==> src/rtl/dds_sweep_ctrl.sv <==
// Purpose : sequencer driving the DDS frequency control word (key) and waveform select (sel).
// Latency : outputs are registered; passthrough is 1 cycle and the first point appears 1 cycle after start.
// Backpr. : none; tick_en paces each point, stop_req aborts, start is ignored unless idle.
//
// Ports:
//   sys_clk, rst        clock, synchronous active-high reset
//   tick_en             10 kHz strobe, the dwell time base
//   mode, start         sequence select (latched at start) and start pulse
//   stop_req            abort an active sequence
//   key_man, sel_man    manual settings (key_man is also the fixed key in wave-cycle)
//   f_start/f_stop/step sweep range and increment; dwell = ticks per point
//   key_out, sel_out    to phase accumulator / waveform ROM
//   busy, point_valid, done, aborted  status and pulses
module dds_sweep_ctrl #(
    parameter int FCW_W   = 8,
    parameter int DWELL_W = 16
) (
    input  logic               sys_clk,
    input  logic               rst,
    input  logic               tick_en,
    input  logic [1:0]         mode,
    input  logic               start,
    input  logic               stop_req,
    input  logic [FCW_W-1:0]   key_man,
    input  logic [1:0]         sel_man,
    input  logic [FCW_W-1:0]   f_start,
    input  logic [FCW_W-1:0]   f_stop,
    input  logic [FCW_W-1:0]   step,
    input  logic [DWELL_W-1:0] dwell,
    output logic [FCW_W-1:0]   key_out,
    output logic [1:0]         sel_out,
    output logic               busy,
    output logic               point_valid,
    output logic               done,
    output logic               aborted
);

    localparam logic [1:0] MODE_MAN  = 2'b00;
    localparam logic [1:0] MODE_UP   = 2'b01;
    localparam logic [1:0] MODE_TRI  = 2'b10;
    localparam logic [1:0] MODE_WAVE = 2'b11;

    typedef enum logic [1:0] {
        S_IDLE  = 2'd0,
        S_DWELL = 2'd1,
        S_DONE  = 2'd2
    } state_t;

    state_t             r_state;
    logic [1:0]         r_mode;
    logic [FCW_W-1:0]   r_fstart;
    logic [FCW_W-1:0]   r_fstop;
    logic [FCW_W-1:0]   r_step;      // already clamped to >= 1
    logic [DWELL_W-1:0] r_dwell;     // already clamped to >= 1
    logic [DWELL_W-1:0] r_cnt;
    logic               r_dir_dn;
    logic [FCW_W-1:0]   r_key;
    logic [1:0]         r_sel;
    logic               r_busy;
    logic               r_pv;
    logic               r_done;
    logic               r_abort;

    // Zero step or dwell would stall the sequence forever, so both clamp to 1.
    logic [FCW_W-1:0]   w_step_eff;
    logic [DWELL_W-1:0] w_dwell_eff;
    assign w_step_eff  = (step  == '0) ? FCW_W'(1)   : step;
    assign w_dwell_eff = (dwell == '0) ? DWELL_W'(1) : dwell;

    // Range checks carry one extra bit so key+step and f_start+step never wrap.
    logic [FCW_W:0]     w_up_sum;
    logic [FCW_W:0]     w_dn_lim;
    logic               w_up_ok;
    logic               w_dn_ok;
    assign w_up_sum = {1'b0, r_key} + {1'b0, r_step};
    assign w_dn_lim = {1'b0, r_fstart} + {1'b0, r_step};
    assign w_up_ok  = (w_up_sum <= {1'b0, r_fstop});
    // key - step >= f_start, rearranged to avoid underflow
    assign w_dn_ok  = ({1'b0, r_key} >= w_dn_lim);

    logic [DWELL_W-1:0] w_cnt_inc;
    logic               w_last_tick;
    assign w_cnt_inc   = r_cnt + DWELL_W'(1);
    assign w_last_tick = tick_en && (w_cnt_inc == r_dwell);

    // Next-point decision, used only when the current point's dwell ends.
    logic               w_adv;
    logic [FCW_W-1:0]   w_nkey;
    logic [1:0]         w_nsel;
    logic               w_ndir;
    always_comb begin
        w_adv  = 1'b0;
        w_nkey = r_key;
        w_nsel = r_sel;
        w_ndir = r_dir_dn;
        case (r_mode)
            MODE_UP: begin
                if (w_up_ok) begin
                    w_adv  = 1'b1;
                    w_nkey = r_key + r_step;
                end
            end
            MODE_TRI: begin
                if (!r_dir_dn && w_up_ok) begin
                    w_adv  = 1'b1;
                    w_nkey = r_key + r_step;
                end else if (w_dn_ok) begin
                    // covers both the turn-around at the top and the down phase
                    w_adv  = 1'b1;
                    w_ndir = 1'b1;
                    w_nkey = r_key - r_step;
                end
            end
            MODE_WAVE: begin
                if (r_sel != 2'd3) begin
                    w_adv  = 1'b1;
                    w_nsel = r_sel + 2'd1;
                end
            end
            default: begin
                w_adv = 1'b0;
            end
        endcase
    end

    always_ff @(posedge sys_clk) begin
        if (rst) begin
            r_state  <= S_IDLE;
            r_mode   <= MODE_MAN;
            r_fstart <= '0;
            r_fstop  <= '0;
            r_step   <= '0;
            r_dwell  <= '0;
            r_cnt    <= '0;
            r_dir_dn <= 1'b0;
            r_key    <= '0;
            r_sel    <= '0;
            r_busy   <= 1'b0;
            r_pv     <= 1'b0;
            r_done   <= 1'b0;
            r_abort  <= 1'b0;
        end else begin
            r_pv    <= 1'b0;
            r_done  <= 1'b0;
            r_abort <= 1'b0;
            case (r_state)
                S_IDLE: begin
                    r_key  <= key_man;
                    r_sel  <= sel_man;
                    r_busy <= 1'b0;
                    if (start && (mode != MODE_MAN)) begin
                        r_state  <= S_DWELL;
                        r_mode   <= mode;
                        r_fstart <= f_start;
                        r_fstop  <= f_stop;
                        r_step   <= w_step_eff;
                        r_dwell  <= w_dwell_eff;
                        r_cnt    <= '0;
                        r_dir_dn <= 1'b0;
                        r_busy   <= 1'b1;
                        r_pv     <= 1'b1;
                        if (mode == MODE_WAVE) begin
                            r_key <= key_man;
                            r_sel <= 2'd0;
                        end else begin
                            r_key <= f_start;
                            r_sel <= sel_man;
                        end
                    end
                end
                S_DWELL: begin
                    if (stop_req) begin
                        // abort beats a coincident final tick; outputs go straight back to manual
                        r_state <= S_IDLE;
                        r_busy  <= 1'b0;
                        r_abort <= 1'b1;
                        r_key   <= key_man;
                        r_sel   <= sel_man;
                    end else if (w_last_tick) begin
                        r_cnt <= '0;
                        if (w_adv) begin
                            r_key    <= w_nkey;
                            r_sel    <= w_nsel;
                            r_dir_dn <= w_ndir;
                            r_pv     <= 1'b1;
                        end else begin
                            r_state <= S_DONE;
                            r_done  <= 1'b1;
                        end
                    end else if (tick_en) begin
                        r_cnt <= w_cnt_inc;
                    end
                end
                S_DONE: begin
                    // outputs hold the last point for one more cycle in IDLE
                    r_state <= S_IDLE;
                    r_busy  <= 1'b0;
                end
                default: begin
                    r_state <= S_IDLE;
                    r_busy  <= 1'b0;
                end
            endcase
        end
    end

    assign key_out     = r_key;
    assign sel_out     = r_sel;
    assign busy        = r_busy;
    assign point_valid = r_pv;
    assign done        = r_done;
    assign aborted     = r_abort;

endmodule
==> config.mk <==
export PLATFORM = sky130hd
export DESIGN_NAME = dds_sweep_ctrl
export DESIGN_NICKNAME = d
export VERILOG_FILES = /design/src/rtl/dds_sweep_ctrl.sv
export SDC_FILE = /design/constraint.sdc
export NUM_CORES = 1
export LEC_CHECK = 0
export CORE_MARGIN = 2
export CORE_UTILIZATION = 50
export DETAILED_ROUTE_END_ITERATION = 12
export MAX_ROUTING_LAYER = met4
export PLACE_DENSITY_LB_ADDON = 0.1
export SYNTH_ARGS = -nofsm -noshare
export SYNTH_HDL_FRONTEND = slang
export SYNTH_SLANG_ARGS = --single-unit
==> constraint.sdc <==
create_clock -name sys_clk -period 5.1 [get_ports sys_clk]
set_input_delay 1.02 -clock sys_clk [delete_from_list [all_inputs] [get_ports sys_clk]]
set_output_delay 1.02 -clock sys_clk [all_outputs]
set_load 0.1 [all_outputs]
-- Yosys cells after proc, flatten, opt, wreduce, memory -nomap -nowiden
Index checks and enable logic that the tools add are counted.
- register bits after elaboration: 75
- bits in latches: 0
- memory bits (writable): 0
- bits in read-only memories: 0
- output and inout port bits: 14
- logic and storage cells: 117
- memories kept: 0
- add/subtract/negate cells: 6
- multiply operators: 0
- divide/modulo/power cells: 0
- magnitude comparators: 2
- equal/unequal tests: 24
- shift operators: 0
- mux-type cells: 52
- bitwise gates (word level): 2
- reductions and logical operators: 17
- operators with widths (operator ; count):
    $mux 16 ; 5
    $mux 8 ; 9
    $pmux 16 s2 ; 1
    $pmux 8 s2 ; 2
    $mux 2 ; 11
    $add 8x8->9 ; 2
    $mux 1 ; 18
    $add 16x1->16 const B ; 1
    $eq 16x16->1 ; 1
    $logic_not 16->1 ; 1
    $ne 2x2->1 const B ; 8
    $ne 3x3->1 const B ; 5
    $ge 8x9->1 ; 1
    $le 9x8->1 ; 1
    $add 8x8->8 ; 1
    $logic_not 8->1 ; 1
    $pmux 2 s2 ; 2
    $reduce_and 8->1 ; 1
    $sub 8x8->8 ; 1
    $eq 2x2->1 const B ; 3
    $pmux 1 s2 ; 3
    $reduce_and 6->1 ; 1
    $ne 5x5->1 const B ; 1
    $reduce_and 5->1 ; 1
    other kinds (17) ; 22

-- Depth between registers and ports, before layout
Gate-level depths: netlist (run 1).
- depth in word-level cells: 9
- depth in mapped cells: 17
- mapped depth without buffers: 17

-- Worst setup path before layout (run 1)
Ideal clock, no wire load.
- path type: register -> register
- start point: register r_key[2] (netlist: key_out[2])
- end point: register r_state[0]
- library setup time: 0.132 ns
- arrival time: 4.404 ns
- data required time: 4.968 ns
- path slack: 0.563 ns
- cell stages (with the launch flop): 17
- path buffers: 1
- path through: dfxtp_1 > ha_1 > clkbuf_1 > inv_1 > a21oi_1 > o31ai_1 > a221oi_1 > xnor2_1 > ha_1 > and3_1 > and3_1 > a211oi_1 > nor4_1 > o21ai_0 > or3b_2 > o21ai_0 > a21oi_1
- cells in the longest elaborated chain, start to end: 7
- elaborated cells between the ends (all ways): 10
- those cells by class: 1 x add/sub; 2 x order compare; 1 x eq/ne; 4 x mux; 2 x reduce/logical
- ends and longest elaborated chain (element ; line ; RTL):
    start: declaration ; 57 ; logic [FCW_W-1:0] r_key;
    start signal: assignment ; 148 ; r_key <= key_man;
    start signal: assignment ; 163 ; r_key <= key_man;
    start signal: assignment ; 166 ; r_key <= f_start;
    $add 8x8->9 ; 75 ; assign w_up_sum = {1'b0, r_key} + {1'b0, r_step};
    $le 9x8->1 ; 77 ; assign w_up_ok = (w_up_sum <= {1'b0, r_fstop});
    $logic_and 1x1->1 ; 104 ; if (!r_dir_dn && w_up_ok) begin
    $mux 1 ; 104 ;
    $pmux 1 s3 (*) ; 96 ; case (r_mode)
    $ne 3x3->1 (no source line) (*) ; -- ;
    $reduce_and 3->1 (no source line) (*) ; -- ;
    end signal: assignment ; 128 ; r_state <= S_IDLE;
    end signal: assignment ; 152 ; r_state <= S_DWELL;
    end signal: assignment ; 174 ; r_state <= S_IDLE;
    end: declaration ; 49 ; state_t r_state;
Mark *: on every way between the ends. The rest lies on a longest branch, timed or not.
A chain may end at the register's enable or synchronous reset.

-- Worst setup path in the final report (run 1)
- start point: register r_step[1]
- end point: register r_key[5] (netlist: key_out[5])
- cells in the longest elaborated chain, start to end: 9
- elaborated cells between the ends (all ways): 23
- those cells by class: 4 x add/sub; 2 x order compare; 3 x eq/ne; 12 x mux; 2 x reduce/logical
- ends and longest elaborated chain (element ; line ; RTL):
    start: declaration ; 53 ; logic [FCW_W-1:0] r_step;
    start signal: assignment ; 156 ; r_step <= w_step_eff;
    $add 8x8->9 ; 75 ;
    $le 9x8->1 ; 77 ;
    $logic_and 1x1->1 ; 104 ;
    $mux 8 ; 104 ;
    $pmux 8 s2 ; 96 ;
    $mux 8 ; 181 ; if (w_adv) begin
    $mux 8 ; 179 ; end else if (w_last_tick) begin
    $mux 8 ; 172 ; if (stop_req) begin
    $pmux 8 s2 ; 146 ; case (r_state)
    end signal: assignment ; 148 ;
    end signal: assignment ; 177 ; r_key <= key_man;
    end signal: assignment ; 182 ; r_key <= w_nkey;
Parallel ways exist; a longest one is shown, timed or not. The select of a mux whose other input is x is not followed.

==> results of run 1 <==
[per-stage QoR]
stage / hold slack (ps) / util / power, mW
finish: 462.2 / 0.6082 / 1.710
global route: 480.2 / 0.6082 / 1.802
CTS: 463.6 / 0.6082 / 1.715
detailed placement: 451.9 / 0.5846 / 1.156
global placement: 444.6 / 0.5846 / 1.147
floorplan: 436.3 / - / 1.001
[cell families (layout without fill, tap and decap cells)]
kind of cell	count (synthesis)	after routing
AO/OA/AOI/OAI	186	186
flip-flops	75	75
AND/OR/NAND/NOR	210	210
adder cells (fa/ha/maj)	44	44
buffers and inverters	75	139
multiplexers	9	9
XOR/XNOR	35	35
[flip-flops by register name (all words and copies together), names as in the netlist, 2 cells and up]
| name | count |
|---|---|
| r_mode | 2 |
| sel_out | 2 |
| r_fstart | 8 |
| r_cnt | 16 |
| r_step | 8 |
| r_fstop | 8 |
| key_out | 8 |
| r_dwell | 16 |
| r_state | 2 |
[layer usage]
metal | wire, µm | global-route usage | part of all wire
met5 | 0 | - | 0
met4 | 167 | 0.07143 | 0.011
met3 | 1014 | 0.05875 | 0.069
met2 | 6277 | 0.4083 | 0.43
met1 | 7215 | 0.4021 | 0.49
[power by group]
| part | total, mW | switching (mW) | internal (mW) |
|---|---|---|---|
| clock | 0.561 | 0.237 | 0.324 |
| sequential | 0.652 | 0.0357 | 0.616 |
| combinational | 0.497 | 0.297 | 0.200 |
| total | 1.71 | 0.570 | 1.14 |
[cell type report]
class,instances,area share
flip-flops and latches,75,0.2424
inverters,47,0.02848
repair buffers,76,0.1196
clock inverters,7,0.01878
clock buffers,9,0.02000
well taps,136,0.02747
multi-input cells,484,0.5433
[worst max-delay path: cells and delay by family (launching register included)]
family | cells | cell delay [ps]
compound gates | 7 | 2010
xor+xnor | 1 | 240
fa+ha+maj | 2 | 590
buf+inv | 1 | 130
flops | 1 | 470
simple gates | 5 | 1020
[layout by cell type, fill, tap and decap left out, types with 5 or more instances in the layout]
cell,count
buf_4,6
a22o_1,10
xor2_1,12
nand2_1,87
a22oi_1,7
xnor2_1,22
dfxtp_1,75
a311oi_1,5
clkbuf_8,9
a21o_1,6
nor2b_1,7
o21bai_1,6
and3_1,5
nand2b_1,5
or4_1,8
o31ai_1,8
o21a_1,6
nand3_1,17
nand4_1,5
mux2i_1,7
a211oi_1,6
clkdlybuf4s50_1,69
nor2_1,24
o21ai_0,16
a21oi_1,67
nor3_1,15
o32ai_1,8
ha_1,41
nor4_1,15
inv_1,46
[path summary, 6_finish.rpt]
path                             from                  endpoint  slack (ps)  cells after the start
max            r_step[1]$_SDFFE_PP0P_   key_out[5]$_SDFFE_PP0P_         530                     16
min          r_fstart[3]$_SDFFE_PP0P_  r_fstart[3]$_SDFFE_PP0P_         460                      2
max reg2reg    r_step[1]$_SDFFE_PP0P_   key_out[5]$_SDFFE_PP0P_         530                     16
min reg2reg  r_fstart[3]$_SDFFE_PP0P_  r_fstart[3]$_SDFFE_PP0P_         460                      2
==> qor.csv, run 1 <==
metric;value;unit
CORE AREA;0.01018;mm²
CP Launch Type;flop;
post-layout min period;4571;ps
Die X;105.6;µm
DR iter-0 viols;331;
CTS Buffer Depth;2;
Rows;37;
worst-path fanout max;7;
I/O Buffers;70;
grt total ovfl;0;
total track usage;0.2824;
Die Height;105.6;µm
vias;4963;
DR WL/cell;17.59;µm
largest cells by area after synthesis;dfxtp_1 (29%), ha_1 (9.9%), a21oi_1 (6.5%), nand2_1 (6.3%), xnor2_1 (3.7%);
Slew Limit Fails;0;
CTS tree;done;
Clock transition at path regs;80;ps
post-synthesis mux area share;0.01867;
CP Cell Sequence;inv_1 > ha_1 > o21bai_1 > a21oi_1 > o31ai_1 > a221oi_1 > xnor2_1 > ha_1 > and3_1 > and3_1 > a211oi_1 > nor4_1 > nor3_1 > o31a_2 > nor2_4 > a311oi_1;
Hold/Removal Path Class;reg -> reg;
Num CTS Buffers;9;
area taken by flip-flops and latches;0.001501;mm²
Max Fclk;0.2188;GHz
most numerous cell in the Yosys netlist;nand2_1;
# Max-Cap Violations;0;
initial antenna violation count;0;
compound-cell area share of the yosys netlist;0.2519;
Yosys top cell by area;dfxtp_1;
EDFF count, synth;0;
Synth Area in Adders;0.1110;
HPWL Detailed;11020;µm
DR pass1 iterations;5;
routability cong.;0.9450;
first-pass GRT wire length;24280;µm
worst slew pin tran;994.3;ps
Syn Inst Count;634;
Setup crit end kind;flop;
main flop type after synthesis;dfxtp_1;
top-area cell type share of the netlist area;0.2909;
slowest cell on the critical path;a211oi_1;
simple-gate share of the synthesized area;0.2097;
syn_area_per_cell;8.141;µm²
number of instances in the placed design;818;
vias per inst;5.951;
sequential-to-total area share from yosys stat;0.2909;
Hold Fails Final Rpt;0;
RSZ-0062 raised after global routing;false;
drc violations;0;
Max Clock Skew;9.462;ps
Area growth syn-to-layout;20.02;%
vias in the first global route;4758;
Max IR drop VDD;0.1503;mV
H-tree Lvls;3;
synthesized area;0.005161;mm²
outcome;finished, final reports clean;
final instance area;0.006195;mm²
Clock Latency Late Sink;360;ps
Worst path max stage delay;670;ps
layout cell share with drive strength beyond 1;0.07020;
I/O Pins;71;
Async SR Flop Fraction;0;
Initial Util;0.5068;
WS Path Type;reg -> reg;
slew margin rel.;0.3351;
Final setup viols;0;
Resize count post-CTS;0;
crit path setup slack, layout;529.4;ps
setup TNS;0;ps
diodes inserted;0;
fin crit share;0.8962;
leak pwr;2.388;nW
Post-Synth XOR/XNOR Area;0.06085;
Post-CTS Setup Inserts;0;
number of synthesized register bits;75;
hold buffer count at cts;0;
Power per Cell Area;276.1;mW/mm²
Post-Syn Nets;735;
Multi-input gate area;0.003366;mm²
Final Non-Filler Cells;834;
Critical Path RT;5370;ps
CTS root buf;clkbuf_8;
Area after DPL;0.005954;mm²
CP Data Arrival Time;4840;ps
# fillers;916;
top post-synthesis cells by count;nand2_1 (87), dfxtp_1 (75), a21oi_1 (67);
final antenna-violating net count;0;
pre-CTS setup slack;586.9;ps
Ys Warns;0;
Netlist cell types;75;
largest family of logic cells by synthesized area;compound AO/OA/AOI/OAI gates;
die area;0.01115;mm²
total wire length;14670;µm
TritonCTS Sinks;75;
final net count;794;
pin count of the biggest net entering global routing;52;
Note: power is estimated with default switching activity, not from simulation.
==> run 2, diff against run 1 <==
--- a/config.mk
+++ b/config.mk
@@ -8,8 +8,9 @@
 export CORE_MARGIN = 2
 export CORE_UTILIZATION = 50
 export DETAILED_ROUTE_END_ITERATION = 12
+export HOLD_SLACK_MARGIN = 0.1
 export MAX_ROUTING_LAYER = met4
-export PLACE_DENSITY_LB_ADDON = 0.1
+export PLACE_DENSITY = 0.75
 export SYNTH_ARGS = -nofsm -noshare
 export SYNTH_HDL_FRONTEND = slang
 export SYNTH_SLANG_ARGS = --single-unit
==> run 2 against run 1 <==
Maximum frequency increased by 2.4%. Power decreased by 0.30%. Global-route usage decreased by 1.4 points. Combinational power increased by 1%. Hold slack got worse by 3.1 ps. Sequential share of layout area about the same. Cell area decreased by 0.16%. Count of clock-buffer cells in the layout increased by 1. Clock power decreased by 2%. Die area unchanged. Sequential power about the same. Core utilization decreased by 0.098 points. Largest power group unchanged. Highest routed layer unchanged.
==> qor.csv, run 2 (same netlist as run 1, synthesis figures left out) <==
metric;value;unit;change
Die Height;105.6;µm;unchanged
I/O Buffers;70;;unchanged
leak pwr;2.380;nW;-0.30%
Clock Latency Late Sink;360;ps;about the same
layout cell share with drive strength beyond 1;0.06743;;-0.002769
final net count;794;;unchanged
Final setup viols;0;;unchanged
hold buffer count at cts;0;;unchanged
Slew Limit Fails;0;;unchanged
vias per inst;5.952;;about the same
post-layout min period;4462;ps;-108.7 ps
H-tree Lvls;3;;unchanged
Hold Fails Final Rpt;0;;unchanged
Max Fclk;0.2241;GHz;+2.4%
TritonCTS Sinks;75;;unchanged
diodes inserted;0;;unchanged
CORE AREA;0.01018;mm²;unchanged
CTS tree;done;;
vias;4958;;-0.10%
die area;0.01115;mm²;unchanged
vias in the first global route;4783;;+0.53%
most frequent cells in the layout;nand2_1 (87), dfxtp_1 (75), clkdlybuf4s50_1 (69);;
pin count of the biggest net entering global routing;49;;-5.8%
total power draw;1.705;mW;-0.30%
R2R depth;17;;+1
Critical Path RT;5370;ps;about the same
drc violations;0;;unchanged
fin util;0.6072;;-0.0009830
final antenna-violating net count;0;;unchanged
routability cong.;0.9057;;-4.2%
Top Registers;r_cnt: 16 flops, r_dwell: 16 flops;;
CP Data Arrival Time;4730;ps;-110 ps
DR WL/cell;17.14;µm;-2.6%
Rows;37;;unchanged
Post-CTS Setup Inserts;0;;unchanged
CP Cell Sequence;inv_1 > ha_1 > o21bai_1 > a21oi_1 > o31ai_1 > a221oi_1 > xnor2_1 > ha_1 > and3_1 > a211oi_1 > a211oi_1 > buf_4 > o41ai_4 > mux2i_1 > xnor2_1 > nand2_1 > a311oi_1;;
Num CTS Buffers;9;;unchanged
# Max-Cap Violations;0;;unchanged
grt total ovfl;0;;unchanged
most common cell after layout, fill and taps aside;nand2_1;;
I/O Pins;71;;unchanged
initial antenna violation count;0;;unchanged
CTS root buf;clkbuf_8;;
setup TNS;0;ps;unchanged
fin crit share;0.8749;;-0.02130
Hold WS;459.1;ps;-3.069 ps
total track usage;0.2683;;-0.01410
Resize count post-CTS;0;;unchanged
CP Launch Type;flop;;
Area growth syn-to-layout;19.83;%;
total wire length;14280;µm;-2.7%
first-pass GRT wire length;23650;µm;-2.6%
RSZ-0062 raised after global routing;false;;
worst slew pin tran;1319;ps;+325.0 ps
slew margin rel.;0.1205;;-0.2146
Max Clock Skew;9.955;ps;+0.4933 ps
HPWL Detailed;10690;µm;-3.0%
Max IR drop VDD;0.1504;mV;about the same
Crit path max-delay family;compound AO/OA/AOI/OAI gates;;
WS Path Type;reg -> reg;;
CTS Buffer Depth;2;;unchanged
Clock transition at path regs;80;ps;about the same
Area after DPL;0.005954;mm²;unchanged
Initial Util;0.5068;;unchanged
slowest cell on the critical path;o41ai_4;;
Power per Cell Area;275.7;mW/mm²;-0.14%
Bufs and invs on worst path;2;;+1
Worst path max stage delay;610;ps;-60 ps
Die X;105.6;µm;unchanged
Hold/Removal Path Class;reg -> reg;;
DR iter-0 viols;398;;+20%
worst-path fanout max;10;;+3
Setup crit end kind;flop;;
outcome;finished, final reports clean;;
WHS Path Cells;2;;unchanged
DR pass1 iterations;6;;+1
final instance area;0.006185;mm²;-0.16%
stages on the worst setup path;17;;+1
## run 2: final cells by class
| class | instances | area [µm²] |
|---|---|---|
| fill | 941 | 4000 |
| multi-input combinational | 484 | 3366 |
| sequential | 75 | 1501 |
| timing repair buffer | 76 | 740.7 |
| inverter | 47 | 176.4 |
| tap | 136 | 170.2 |
| clock buffer | 10 | 127.6 |
| clock inverter | 5 | 102.6 |
## run 2: path summary, 6_finish.rpt
kind | end | startpoint | slack (ps)
min reg2reg | r_fstop[4]$_SDFFE_PP0P_ | r_fstop[4]$_SDFFE_PP0P_ | 460
max reg2reg | key_out[3]$_SDFFE_PP0P_ | r_step[1]$_SDFFE_PP0P_ | 640
min | r_fstop[4]$_SDFFE_PP0P_ | r_fstop[4]$_SDFFE_PP0P_ | 460
max | key_out[3]$_SDFFE_PP0P_ | r_step[1]$_SDFFE_PP0P_ | 640
## run 2: metal layers
metal,vias up,routed length (µm),track usage
li1,2448,-,-
met2,172,6121,0.3945
met1,2324,7076,0.3785
met4,0,140,0.07707
met5,-,0,-
met3,14,939,0.04762
## run 2: worst register-to-register path, stage by stage (launching register included)
cell	delay, ps
dfxtp_1	490
inv_1	140
ha_1	310
o21bai_1	150
a21oi_1	130
o31ai_1	420
a221oi_1	180
xnor2_1	240
ha_1	290
and3_1	180
a211oi_1	210
a211oi_1	70
buf_4	170
o41ai_4	610
mux2i_1	320
xnor2_1	140
nand2_1	70
a311oi_1	250
## run 2: where the power goes
part / total, mW / internal (mW) / switching, mW
Sequential: 0.651 / 0.616 / 0.0346
Combinational: 0.504 / 0.205 / 0.299
Clock: 0.550 / 0.322 / 0.229
## run 2: stage by stage
stage / setup slack (ps) / instances
floorplan: 563.4 / 634
global placement: 882.1 / 818
detailed placement: 706.6 / 818
CTS: 660.6 / 833
global route: 147.1 / 833
finish: 638.0 / 833
